<file path="config.mk">
export PLATFORM = sky130hd
export DESIGN_NAME = d6t_frame_proc
export DESIGN_NICKNAME = d
export VERILOG_FILES = /design/src/rtl/d6t_pkg.sv /design/src/rtl/d6t_crc8_step.sv /design/src/rtl/d6t_frame_proc.sv
export SDC_FILE = /design/constraint.sdc
export NUM_CORES = 1
export LEC_CHECK = 0
export ABC_AREA = 1
export CAP_MARGIN = 25
export CELL_PAD_IN_SITES_DETAIL_PLACEMENT = 1
export CELL_PAD_IN_SITES_GLOBAL_PLACEMENT = 1
export CORE_MARGIN = 1.5
export CORE_UTILIZATION = 41
export DETAILED_ROUTE_END_ITERATION = 8
export PLACE_DENSITY_LB_ADDON = 0.1
export SKIP_LAST_GASP = 1
export SLEW_MARGIN = 0
export SYNTH_ARGS = -nofsm -noshare
export SYNTH_HDL_FRONTEND = slang
export SYNTH_SLANG_ARGS = --single-unit
</file>
<file path="constraint.sdc">
create_clock -name clk -period 9.2 [get_ports clk]
set_input_delay 1.38 -clock clk [delete_from_list [all_inputs] [get_ports clk]]
set_output_delay 1.38 -clock clk [all_outputs]
set_load 0.01 [all_outputs]
</file>
<file path="src/rtl/d6t_pkg.sv">
// Shared constants, steer codes, FSM encoding and steer decision for the D6T thermal frame processor.
package d6t_pkg;

  localparam logic [6:0]  SENSOR_ADDR = 7'h0A;
  localparam logic [7:0]  CMD_READ    = 8'h4C;
  localparam logic [7:0]  CRC_POLY    = 8'h07;
  localparam int unsigned N_PIX       = 8;
  localparam int unsigned FRAME_BYTES = 18;
  localparam int unsigned CRC_BYTES   = FRAME_BYTES + 3;

  typedef enum logic [1:0] {
    STEER_NONE   = 2'b00,
    STEER_LEFT   = 2'b01,
    STEER_CENTRE = 2'b10,
    STEER_RIGHT  = 2'b11
  } steer_t;

  typedef enum logic [2:0] {
    S_IDLE  = 3'd0,
    S_LOAD  = 3'd1,
    S_CRC   = 3'd2,
    S_CHECK = 3'd3,
    S_SCAN  = 3'd4,
    S_DONE  = 3'd5
  } state_t;

  // A cold scene never steers; otherwise the hottest pixel's position picks the direction.
  function automatic steer_t steer_of(input logic [2:0] idx, input logic signed [15:0] temp,
                                      input logic signed [15:0] hot_min,
                                      input logic [2:0] lo, input logic [2:0] hi);
    if (temp < hot_min) return STEER_NONE;
    if (idx < lo)       return STEER_LEFT;
    if (idx > hi)       return STEER_RIGHT;
    return STEER_CENTRE;
  endfunction

endpackage

</file>
<file path="src/rtl/d6t_crc8_step.sv">
// Byte-wide SMBus CRC-8 update (MSB first, no reflection).
module crc8_step
  import d6t_pkg::*;
(
  input  logic [7:0] crc_in,
  input  logic [7:0] byte_in,
  output logic [7:0] crc_out
);

  always_comb begin
    crc_out = crc_in ^ byte_in;
    for (int i = 0; i < 8; i++) begin
      crc_out = crc_out[7] ? ((crc_out << 1) ^ CRC_POLY) : (crc_out << 1);
    end
  end

endmodule

</file>
<file path="src/rtl/d6t_frame_proc.sv">
// Captures a D6T frame from the I2C reader, verifies its PEC, finds the hottest pixel
// and reports a steer code to the repositioning controller.
module d6t_frame_proc
  import d6t_pkg::*;
#(
  parameter logic signed [15:0] HOT_MIN   = 16'sd300,
  parameter int unsigned        CENTER_LO = 3,
  parameter int unsigned        CENTER_HI = 4
) (
  input  logic         clk,
  input  logic         rst,
  input  logic         frame_valid,
  input  logic [15:0]  ptat_in,
  input  logic [127:0] pix_in,
  input  logic [7:0]   pec_in,
  output logic         busy,
  output logic         result_valid,
  output logic         pec_ok,
  output logic [15:0]  ptat_out,
  output logic [2:0]   hot_idx,
  output logic [15:0]  hot_temp,
  output logic [1:0]   steer,
  output logic [7:0]   err_cnt,
  output logic         overrun
);

  localparam int unsigned BUF_W = FRAME_BYTES * 8;

  state_t                   state_q, state_d;
  logic [2:0]               sync_q;
  logic                     fv_edge;
  logic [BUF_W-1:0]         buf_q, buf_d;
  logic [7:0]               pec_q, pec_d;
  logic [4:0]               cnt_q, cnt_d;
  logic [7:0]               crc_q, crc_d, crc_next, crc_byte;
  logic [4:0]               boff;
  logic [2:0]               scan_idx, best_idx_q, best_idx_d;
  logic [7:0]               pix_off;
  logic signed [15:0]       pix_cur, best_val_q, best_val_d;
  logic                     busy_q, busy_d, rv_q, rv_d, pec_ok_q, pec_ok_d, ovr_q, ovr_d;
  logic [15:0]              ptat_q, ptat_d;
  logic [2:0]               hidx_q, hidx_d;
  logic signed [15:0]       htemp_q, htemp_d;
  steer_t                   steer_q, steer_d;
  logic [7:0]               err_q, err_d;

  // Two synchroniser flops plus one delay flop for the rising-edge detect.
  always_ff @(posedge clk) begin
    if (rst) sync_q <= '0;
    else     sync_q <= {sync_q[1:0], frame_valid};
  end
  assign fv_edge = sync_q[1] & ~sync_q[2];

  // CRC stream: three SMBus header bytes, then the captured frame bytes in order.
  always_comb begin
    boff = 5'(cnt_q - 5'd3);
    case (cnt_q)
      5'd0:    crc_byte = {SENSOR_ADDR, 1'b0};
      5'd1:    crc_byte = CMD_READ;
      5'd2:    crc_byte = {SENSOR_ADDR, 1'b1};
      default: crc_byte = buf_q[{boff, 3'b000} +: 8];
    endcase
  end

  crc8_step u_crc (.crc_in(crc_q), .byte_in(crc_byte), .crc_out(crc_next));

  assign scan_idx = cnt_q[2:0];
  assign pix_off  = 8'({scan_idx, 4'b0000}) + 8'd16;
  assign pix_cur  = buf_q[pix_off +: 16];

  always_ff @(posedge clk) begin
    if (rst) state_q <= S_IDLE;
    else     state_q <= state_d;
  end

  always_comb begin
    state_d = state_q;
    case (state_q)
      S_IDLE:  if (fv_edge) state_d = S_LOAD;
      S_LOAD:  state_d = S_CRC;
      S_CRC:   if (cnt_q == 5'(CRC_BYTES - 1)) state_d = S_CHECK;
      S_CHECK: state_d = (crc_q == pec_q) ? S_SCAN : S_DONE;
      S_SCAN:  if (scan_idx == 3'(N_PIX - 1)) state_d = S_DONE;
      S_DONE:  state_d = S_IDLE;
      default: state_d = S_IDLE;
    endcase
  end

  // Results are registered on entry to DONE so they appear together with the result_valid pulse.
  always_comb begin
    buf_d      = buf_q;
    pec_d      = pec_q;
    cnt_d      = cnt_q;
    crc_d      = crc_q;
    best_idx_d = best_idx_q;
    best_val_d = best_val_q;
    busy_d     = (state_d != S_IDLE);
    rv_d       = 1'b0;
    pec_ok_d   = pec_ok_q;
    ptat_d     = ptat_q;
    hidx_d     = hidx_q;
    htemp_d    = htemp_q;
    steer_d    = steer_q;
    err_d      = err_q;
    ovr_d      = ovr_q | (fv_edge & (state_q != S_IDLE));
    case (state_q)
      S_LOAD: begin
        buf_d = {pix_in, ptat_in};
        pec_d = pec_in;
        cnt_d = '0;
        crc_d = '0;
      end
      S_CRC: begin
        crc_d = crc_next;
        cnt_d = cnt_q + 5'd1;
      end
      S_CHECK: begin
        cnt_d = '0;
        if (crc_q != pec_q) begin
          pec_ok_d = 1'b0;
          rv_d     = 1'b1;
          if (err_q != 8'hFF) err_d = err_q + 8'd1;
        end
      end
      S_SCAN: begin
        cnt_d = cnt_q + 5'd1;
        if ((scan_idx == 3'd0) || (pix_cur > best_val_q)) begin
          best_idx_d = scan_idx;
          best_val_d = pix_cur;
        end
        if (scan_idx == 3'(N_PIX - 1)) begin
          rv_d     = 1'b1;
          pec_ok_d = 1'b1;
          ptat_d   = buf_q[15:0];
          hidx_d   = best_idx_d;
          htemp_d  = best_val_d;
          steer_d  = steer_of(best_idx_d, best_val_d, HOT_MIN, 3'(CENTER_LO), 3'(CENTER_HI));
        end
      end
      default: ;
    endcase
  end

  always_ff @(posedge clk) begin
    if (rst) begin
      buf_q      <= '0;
      pec_q      <= '0;
      cnt_q      <= '0;
      crc_q      <= '0;
      best_idx_q <= '0;
      best_val_q <= '0;
      busy_q     <= 1'b0;
      rv_q       <= 1'b0;
      pec_ok_q   <= 1'b0;
      ptat_q     <= '0;
      hidx_q     <= '0;
      htemp_q    <= '0;
      steer_q    <= STEER_NONE;
      err_q      <= '0;
      ovr_q      <= 1'b0;
    end else begin
      buf_q      <= buf_d;
      pec_q      <= pec_d;
      cnt_q      <= cnt_d;
      crc_q      <= crc_d;
      best_idx_q <= best_idx_d;
      best_val_q <= best_val_d;
      busy_q     <= busy_d;
      rv_q       <= rv_d;
      pec_ok_q   <= pec_ok_d;
      ptat_q     <= ptat_d;
      hidx_q     <= hidx_d;
      htemp_q    <= htemp_d;
      steer_q    <= steer_d;
      err_q      <= err_d;
      ovr_q      <= ovr_d;
    end
  end

  assign busy         = busy_q;
  assign result_valid = rv_q;
  assign pec_ok       = pec_ok_q;
  assign ptat_out     = ptat_q;
  assign hot_idx      = hidx_q;
  assign hot_temp     = htemp_q;
  assign steer        = steer_q;
  assign err_cnt      = err_q;
  assign overrun      = ovr_q;

endmodule

</file>
Word-level counts from Yosys, hierarchy flattened:

Index checks and enable logic that the tools add are counted.

* add/sub/neg operators: 4
* magnitude comparators: 4
* equality and inequality tests: 13
* shifts and indexed selects: 2
* muxes and demuxes: 44
* bitwise logic cells: 13
* reduce and logical (&&, ||, !) cells: 14

Operators with widths (count)
* $shiftx 144x9->16: 1
* $shiftx 144x9->8: 1
* $mux 3: 13
* $mux 16: 2
* $not 3->3: 8
* $pmux 8 s3: 1
* $mux 1: 17
* $gt 16x16->1: 1
* $lt 16x10->1 const B: 1
* $pmux 8 s2: 1
* $pmux 3 s5: 1
* $mux 2: 6
* $pmux 5 s2: 1
* $add 7x5->8 const B: 1
* $add 8x1->8 const B: 1
* $eq 8x8->1: 1
* $ne 8x8->1: 1
* $ne 8x8->1 const B: 1
* $xor 8x8->8: 1
* $eq 3x2->1 const B: 2
* $eq 3x3->1 const B: 2
* $logic_not 3->1: 2
* $reduce_and 3->1: 2
* $reduce_bool 2->1: 3
* other kinds (18): 23

* register bits: 239
* output and inout bits: 49

Depth between registers and ports, before layout:

Gate-level depths: netlist of the first run.

* word-level depth: 21
* gate-level depth with buffers: 34
* gate-level depth less buffers: 30

Modules after synthesis:

A second synthesis of the first run with hierarchy kept.

* cell total of the unflattened synthesis: 1710
* area, all modules: 12011.5 sq um

By module, submodules not included
* d6t_frame_proc: instances 1, cells an instance 1636, area each 11633.7 sq um, sequential area each 4784.6 sq um
* crc8_step: instances 1, cells an instance 74, area each 377.9 sq um, sequential area each 0.0 sq um

Worst setup path before layout of the first run:

OpenSTA, ideal clock, no wires.

* path type: register to register
* from: reg cnt_q[0]
* to: reg steer_q[0] (netlist: steer[0])
* setup time: 134 ps
* arrival: 3084 ps
* slack: 5982 ps
* cell stages (with the launch flop): 27
* clock period less this slack: 3218 ps
* cell sequence: dfxtp_1 -> buf_6 -> inv_2 -> buf_6 -> buf_4 -> buf_2 -> o211ai_1 -> o21ai_0 -> nor2_1 -> a31oi_1 -> ha_1 -> nand4_1 -> nor3_1 -> nand2_1 -> nand2_1 -> nand2_1 -> nand3_1 -> nand2_2 -> buf_2 -> o21ai_0 -> nand2_1 -> nand2_1 -> nand2_1 -> nand2_1 -> nand2_1 -> nand2_1 -> a21oi_1

* longest elaborated chain between the ends: 15
* elaborated cells between the ends (all ways): 31
* classes of those cells: add/sub: 1; order compare: 4; eq/ne: 1; shift: 1; mux: 21; reduce/logical: 3

Ends and longest elaborated chain
* start, declared: RTL line d6t_frame_proc.sv:34 `logic [4:0] cnt_q, cnt_d;`
* start signal, assigned: RTL line d6t_frame_proc.sv:164 `cnt_q <= cnt_d;`
* $add 7x5->8: RTL line d6t_frame_proc.sv:68 `assign pix_off = 8'({scan_idx, 4'b0000}) + 8'd16;`
* $shiftx 144x9->16: RTL line d6t_frame_proc.sv:69 `assign pix_cur = buf_q[pix_off +: 16];`
* $gt 16x16->1: RTL line d6t_frame_proc.sv:127 `if ((scan_idx == 3'd0) || (pix_cur > best_val_q)) begin`
* $logic_or 1x1->1: RTL line d6t_frame_proc.sv:127
* $mux 3: RTL line d6t_frame_proc.sv:127
* $mux 3: RTL line d6t_frame_proc.sv:106 `case (state_q)`
* $gt 3x3->1: RTL line d6t_pkg.sv:33 `if (idx > hi) return STEER_RIGHT;`
* $mux 1 (2 in series): RTL line d6t_pkg.sv:33
* $mux 1: RTL line d6t_pkg.sv:32 `if (idx < lo) return STEER_LEFT;`
* $mux 1: RTL line d6t_frame_proc.sv:131 `if (scan_idx == 3'(N_PIX - 1)) begin`
* $mux 1: RTL line d6t_frame_proc.sv:106
* $mux 2: RTL line d6t_pkg.sv:34 `return STEER_CENTRE;`
* $mux 2: RTL line d6t_pkg.sv:33
* $mux 2: RTL line d6t_pkg.sv:32
* end signal, assigned: RTL line d6t_frame_proc.sv:174 `steer_q <= steer_d;`
* end, declared: RTL line d6t_frame_proc.sv:44 `steer_t steer_q, steer_d;`

Several ways; a longest one is shown, not always the timed one. The select of a mux whose other input is x is not followed.
A chain may end at the register's enable or synchronous reset.

Worst setup path after layout of the first run:

* from: reg cnt_q[0]
* to: reg steer_q[1] (netlist: steer[1])

The elaborated chain is that of the path after synthesis.

==> results by group, run 1 <==
Placed design
  – HPWL after DPL: 34940 um
  – GP Congestion: 0.9480
  – Dpl cells: 2245
  – I/O Buffers: 203

Setup path
  – CP peak stage delay: 650 ps
  – Setup CP Type: reg2reg
  – CP endpoint kind: flip-flop
  – Critical path's slowest cell: buf_4
  – Worst path most repeated cell: nand2_1
  – Worst Setup Start Kind: flip-flop
  – R2R depth: 23
  – Req. time, crit path: 9600 ps
  – R2R Path End: steer[1]
  – Reg-to-Reg Start: cnt_q[0]
  – Crit Path Max Fanout: 67
  – R2R setup slack: 4020 ps
  – CP cell instances: inv_2, buf_4, nand2_1, o211ai_1, o21ai_0, nor2_1, a31oi_1, ha_1, nand2_1, o21bai_1, nand2_1, a21oi_1, nand3_1, nand3_1, nand2_2, o21ai_0, nand2_1, nand2_1, nand2_1, nand2_1, nand2_1, nand2_1, a21oi_1
  – Worst Path Arrival: 5580 ps

Route
  – First-pass iteration count of the detailed router: 6
  – DRT iter0 DRCs: 889
  – Post-DR wirelength/cell: 20.31 um
  – DR vias: 12.59k
  – Total Wirelength: 46680 um
  – Antenna-violating nets left: 0
  – DR DRC count: 0
  – Vias/cell: 5.477

Hold path
  – Hold Crit Endpoint: sync_q[1]
  – Hold_sp: sync_q[0]
  – Hold crit path type: reg2reg
  – Worst hold stages: 2

Timing
  – Max Freq: 0.1929 GHz
  – Min Tclk post-route: 5185 ps
  – Fin crit share: 56.36%
  – Relative max-transition margin: 36.36%
  – Setup TNS Final: 0 ps
  – RSZ-0062 raised after global routing: no
  – Slew Limit Fails: 0
  – Final setup fails: 0
  – Tightest Pin Transition: 954.6 ps
  – Clock skew: 12.08 ps
  – Hold Violations, Final: 0

Die
  – Area of the core: 28940 sq um
  – Initial Util: 42.09%
  – Die X: 175.3 um
  – Row count: 62
  – I/O pins: 204
  – Die ar.: 30750 sq um
  – Die Height: 175.3 um

Yosys
  – Simple-Gate Fraction of Synth Area: 19.49%
  – Synth Area in Compound Gates: 27.21%
  – Yosys warns: 0
  – Synth Area in XOR/XNOR: 0.6576%
  – Yosys cell types: 52
  – Largest family of logic cells by synthesized area: compound AO/OA/AOI/OAI gates
  – Largest area contributor in the netlist: dfxtp_1
  – Post-synth EDFFs: 0
  – Top FF cell, synth: dfxtp_1
  – Average size of a mapped cell: 6.915 sq um
  – Fraction of registers with async set/reset: 0%
  – Most frequent cell after synthesis: nand2_1
  – Number of synthesized register bits: 239
  – Post-synthesis sequential area ratio: 39.29%
  – Post-synth top area share: 39.29%
  – Synth Area in Adders: 2.260%
  – Synth cell count leaders: 338 x nand2_1, 242 x a21oi_1, 239 x dfxtp_1
  – Synth Cell Area: 12180 sq um
  – Cells after synthesis: 1761
  – Syn Nets: 1938
  – Mux contribution to synthesized area: 0%
  – Synth area leaders: dfxtp_1 39%, nand2_1 10%, a21oi_1 9.9%

Finish
  – Share of layout cells above drive strength 1: 5.590%
  – Final core utilization: 52.57%
  – Layout Area Growth over Synthesis: 24.90%
  – Area of the multi-input gates: 6057 sq um
  – Sequential cell area: 4788 sq um
  – Antenna cells: 0
  – Finished Layout Cells: 2298
  – Nets: 2070
  – Fillers: 3705

Power
  – VDD IR-drop max: 0.1266 mV
  – Leak: 5.960 nW
  – Power density over the cells: 160.3 nW/um^2
  – Final Power: 2.439 mW

GRT
  – Total GRT Usage: 30.03%
  – GRT Residual Overflow: 0
  – Largest net degree at the start of global routing: 120
  – Vias in the first global route: 12.86k
  – Antenna violations before repair: 0
  – First-pass GRT wire length: 72100 um

Clock network
  – Post-CTS setup repair buffer count: 0
  – Total CTS buffers: 28
  – CTS root buf: clkbuf_16
  – Clock Pin Slew Worst Setup and Hold Paths: 60 ps
  – CTS tree: done
  – Clk buf depth: 3
  – Sinks on Clock Net: 239
  – CTS Hold Bufs: 0
  – Worst skew pair latency: 550 ps
  – PostCTS Resize Cnt: 0
  – H-Tree Depth: 1

Outcome
  – Status: finished clean

Flow run
  – Max-Cap Viols: 0
==> how the worst max path moves through the flow <==
stage	startpoint	cells past startpoint	to	slack, ps
6_report	cnt_q[0]	23	steer[1]	4020
2_1_floorplan	cnt_q[0]	26	steer[0]	5980
3_5_place_dp	cnt_q[1]	23	steer[0]	4080
5_1_grt	cnt_q[0]	23	steer[0]	3500
3_3_place_gp	cnt_q[0]	23	steer[1]	4130
4_1_cts	cnt_q[1]	22	crc_q[1]	4030
==> area by class of cell <==
| type | instances | area share, % |
|---|---|---|
| inverters | 219 | 5.429 |
| clock buffers | 44 | 5.536 |
| flip-flops and latches | 239 | 31.48 |
| well taps | 384 | 3.159 |
| multi-input cells | 1187 | 39.82 |
| repair buffers | 218 | 14.30 |
| clock inverters | 7 | 0.2797 |
==> registers in the layout (all words and copies together) (netlist names), 3 cells and up <==
name,count
buf_q,144
best_val_q,16
hot_temp,16
ptat_out,16
crc_q,8
err_cnt,8
pec_q,8
cnt_q,5
best_idx_q,3
hot_idx,3
state_q,3
sync_q,3
==> power by group <==
part	switching, mW	internal (mW)
clock network	0.440	0.625
registers	0.0167	1.06
logic	0.176	0.122
==> stage by stage <==
stage          instance area, sq um  worst slack [ps]  hold WS (ps)
2_1_floorplan                 12180              5982         388.3
3_3_place_gp                  14280              4131         396.9
3_5_place_dp                  14280              4075         409.0
4_1_cts                       15160              4025         420.6
5_1_grt                       15210              3502         450.9
6_report                      15210              4015         424.7
==> worst max-delay path: cells and delay by family (launching register included) <==
kind                       cells  cell delay (ps)
adders and majority gates      1              300
AOI/OAI and AO/OA              7             1400
and+or+nand+nor               13             1680
buffers and inverters          2             1140
DFF                            1              470
==> logic make-up (layout without fill, tap and decap cells) <==
kind of cell               after synthesis  count (layout)
buffers and inverters                  335             488
xor gates and xnor gates                 4               4
and+or+nand+nor                        557             557
DFF                                    239             239
AOI/OAI and AO/OA                      604             604
adders and majority gates               22              22
==> layer usage <==
metal  routed length [um]  vias up  track usage [%]  part of all wire [%]
met4                 1143        0            8.048                   2.4
met3                 2678       56            4.459                   5.7
met5                    0        -                0                     0
li1                     -     6137                -                     -
met2                22230      370            51.46                    48
met1                20630     6024            39.35                    44
==> cell usage in the layout, fill, tap and decap left out, drive strengths merged, types with 2 or more instances in the layout <==
cell type / n
a32oi: 2
a21oi: 246
o21bai: 15
nor2: 63
o31ai: 2
o22ai: 5
a31oi: 11
clkbuf: 44
inv: 214
nand2: 356
o21a: 4
nand4: 11
nor4: 2
a22oi: 4
a32o: 2
xor2: 4
dfxtp: 239
buf: 16
nor3: 10
nand3: 110
clkinv: 11
ha: 22
clkdlybuf4s50: 202
o211ai: 56
o21ai: 252
Power figures use the tool's default switching activity.
==> run 2: changes to the inputs <==
--- a/config.mk
+++ b/config.mk
@@ -10,7 +10,7 @@
 export CELL_PAD_IN_SITES_DETAIL_PLACEMENT = 1
 export CELL_PAD_IN_SITES_GLOBAL_PLACEMENT = 1
 export CORE_MARGIN = 1.5
-export CORE_UTILIZATION = 41
+export CORE_UTILIZATION = 38
 export DETAILED_ROUTE_END_ITERATION = 8
 export PLACE_DENSITY_LB_ADDON = 0.1
 export SKIP_LAST_GASP = 1
==> constraint.sdc (replaced) <==
create_clock -name clk -period 5.4 [get_ports clk]
set_input_delay 0.81 -clock clk [delete_from_list [all_inputs] [get_ports clk]]
set_output_delay 0.81 -clock clk [all_outputs]
set_load 0.01 [all_outputs]
==> results by group, run 2 (same netlist as run 1, synthesis figures left out) <==
Outcome
  – Status: finished clean (unchanged)

Timing
  – Min Tclk post-route: 4665 ps (was 5185 ps)
  – Hold Violations, Final: 0 (unchanged)
  – Setup TNS Final: 0 ps (unchanged)
  – Clock skew: 12.50 ps (was 12.08 ps)
  – Relative max-transition margin: 35.89% (was 36.36%)
  – RSZ-0062 raised after global routing: no (unchanged)
  – Fin crit share: 86.40% (was 56.36%)
  – Tightest Pin Transition: 959.4 ps (was 954.6 ps)
  – Final setup fails: 0 (unchanged)
  – Max Freq: 0.2143 GHz (was 0.1929 GHz)
  – Hold Slack: 437.0 ps (was 424.7 ps)
  – Slew Limit Fails: 0 (unchanged)

Setup path
  – Worst Path Arrival: 5070 ps (was 5580 ps)
  – CP endpoint kind: flip-flop (unchanged)
  – Worst Setup Start Kind: flip-flop (unchanged)
  – Req. time, crit path: 5810 ps (was 9600 ps)
  – Crit Path Max Fanout: 73 (was 67)
  – Setup CP Type: reg2reg (unchanged)

Placed design
  – I/O Buffers: 203 (unchanged)
  – Dpl cells: 2277 (was 2245)
  – GP Congestion: 0.9754 (was 0.9480)
  – HPWL after DPL: 35970 um (was 34940 um)

Power
  – Net Sw Power: 1.119 mW (was 0.6322 mW)
  – Final Power: 4.519 mW (was 2.439 mW)
  – Power density over the cells: 291.4 nW/um^2 (was 160.3 nW/um^2)
  – Sequential power share: 40.5% (was 44.1%)
  – Comb power frac: 11.5% (was 12.2%)
  – Internal: 3.401 mW (was 1.806 mW)
  – Leak: 6.103 nW (was 5.960 nW)
  – Clock Power Share: 48.0% (was 43.7%)
  – VDD IR-drop max: 0.2040 mV (was 0.1266 mV)
  – Sw frac: 24.76% (was 25.92%)

GRT
  – Vias in the first global route: 12.81k (was 12.86k)
  – GRT busiest layer: met2 (unchanged)
  – Routing usage on met2: 47.19% (was 51.46%)
  – Largest net degree at the start of global routing: 94 (was 120)
  – Total GRT Usage: 28.73% (was 30.03%)
  – First-pass GRT wire length: 73970 um (was 72100 um)
  – GRT met1 Usage: 38.15% (was 39.35%)
  – Antenna violations before repair: 1 (was 0)
  – GRT Residual Overflow: 0 (unchanged)
  – Grt met3 use: 4.793% (was 4.459%)

Flow run
  – Max-Cap Viols: 0 (unchanged)

Route
  – Post-DR wirelength/cell: 20.65 um (was 20.31 um)
  – Vias/cell: 5.489 (was 5.477)
  – Total Wirelength: 48090 um (was 46680 um)
  – DR vias: 12.78k (was 12.59k)
  – DRT iter0 DRCs: 867 (was 889)
  – First-pass iteration count of the detailed router: 5 (was 6)
  – Antenna-violating nets left: 0 (unchanged)
  – DR DRC count: 0 (unchanged)

Finish
  – Largest register by flop count: buf_q (unchanged)
  – Share of layout cells above drive strength 1: 6.642% (was 5.590%)
  – Sequential cell area: 4788 sq um (unchanged)
  – Most frequent cells in the layout: 337 x nand2_1, 242 x a21oi_1, 238 x dfxtp_1, 229 x o21ai_0 (unchanged)
  – Antenna cells: 0 (unchanged)
  – Nets: 2082 (was 2070)
  – Most common cell after layout, fill and taps aside: nand2_1 (unchanged)
  – Fillers: 3971 (was 3705)
  – Final core utilization: 49.16% (was 52.57%)
  – Max reg flops: 144 (unchanged)
  – Finished Layout Cells: 2329 (was 2298)
  – Layout Area Growth over Synthesis: 27.37% (was 24.90%)
  – Area of the multi-input gates: 6057 sq um (unchanged)

Clock network
  – Sinks on Clock Net: 239 (unchanged)
  – H-Tree Depth: 1 (unchanged)
  – Clock Pin Slew Worst Setup and Hold Paths: 60 ps (about the same)
  – Total CTS buffers: 28 (unchanged)
  – CTS tree: done (unchanged)
  – Post-CTS setup repair buffer count: 0 (unchanged)
  – Clk buf depth: 3 (unchanged)
  – CTS Hold Bufs: 0 (unchanged)
  – Worst skew pair latency: 560 ps (was 550 ps)
  – CTS root buf: clkbuf_16 (unchanged)
  – PostCTS Resize Cnt: 0 (unchanged)

Die
  – Area of the core: 31560 sq um (was 28940 sq um)
  – Row count: 65 (was 62)
  – Die Height: 182.0 um (was 175.3 um)
  – Die ar.: 33130 sq um (was 30750 sq um)
  – I/O pins: 204 (unchanged)
  – Die X: 182.0 um (was 175.3 um)
  – Initial Util: 38.59% (was 42.09%)

Hold path
  – Hold crit path type: reg2reg (unchanged)
## run 2: changes by cell type in the layout (fill, tap and decap cells not counted), moves of 2 or more
cell / delta
bufinv_16: +6
clkbuf_8: +3
clkinvlp_4: +2
clkbuf_1: -8
buf_4: +12
## run 2: worst max-delay path, cell delays in order, from the launching register on
cell	delay, ps
dfxtp_4	360
buf_4	580
nand2_1	230
o21ai_0	200
o21ai_0	190
a22oi_1	460
ha_1	350
a21o_1	170
nor2_1	160
nand2_1	90
nand2_1	80
nand3_1	60
nand3_1	150
nand2_2	390
nand2_1	240
o21ai_0	180
nor2_1	150
nand2_1	70
nor2_1	130
nand2_1	100
nand2_1	70
a21oi_1	60
## run 2: per-stage QoR
step,area [sq um],setup WS [ps]
4_1_cts,15510,819.4
2_1_floorplan,12180,2182
5_1_grt,15510,401.5
3_3_place_gp,14410,951.8
3_5_place_dp,14430,851.7
6_report,15510,734.7
## run 2: power by group through the flow
stage | registers, mW | clock network (mW) | logic, mW
2_1_floorplan | 1.86 | 0 | 0.284
3_3_place_gp | 1.87 | 0 | 0.506
3_5_place_dp | 1.87 | 0 | 0.516
4_1_cts | 1.83 | 2.20 | 0.520
5_1_grt | 1.83 | 2.27 | 0.575
6_report | 1.83 | 2.17 | 0.522
## run 2: metal layers
metal  vias to the layer above  wire length, um
met3                        95             2703
met1                      6142            21720
met2                       378            21990
met4                         0             1676
li1                       6168                -
met5                         -                0
## run 2: final timing paths
kind	start	depth (start not counted)	slack (ps)	to
setup / recovery	cnt_q[0]	21	730	steer[1]
hold / removal	sync_q[0]	2	440	sync_q[1]
setup reg to reg	cnt_q[0]	21	730	steer[1]
hold reg to reg	sync_q[0]	2	440	sync_q[1]
## run 2: final cells by class
type / instances / share of cell area (%)
multi-input cells: 1187 / 39.05
flip-flops and latches: 239 / 30.87
repair buffers: 230 / 14.55
clock buffers: 39 / 5.501
inverters: 219 / 5.324
well taps: 402 / 3.243
clock inverters: 13 / 1.460
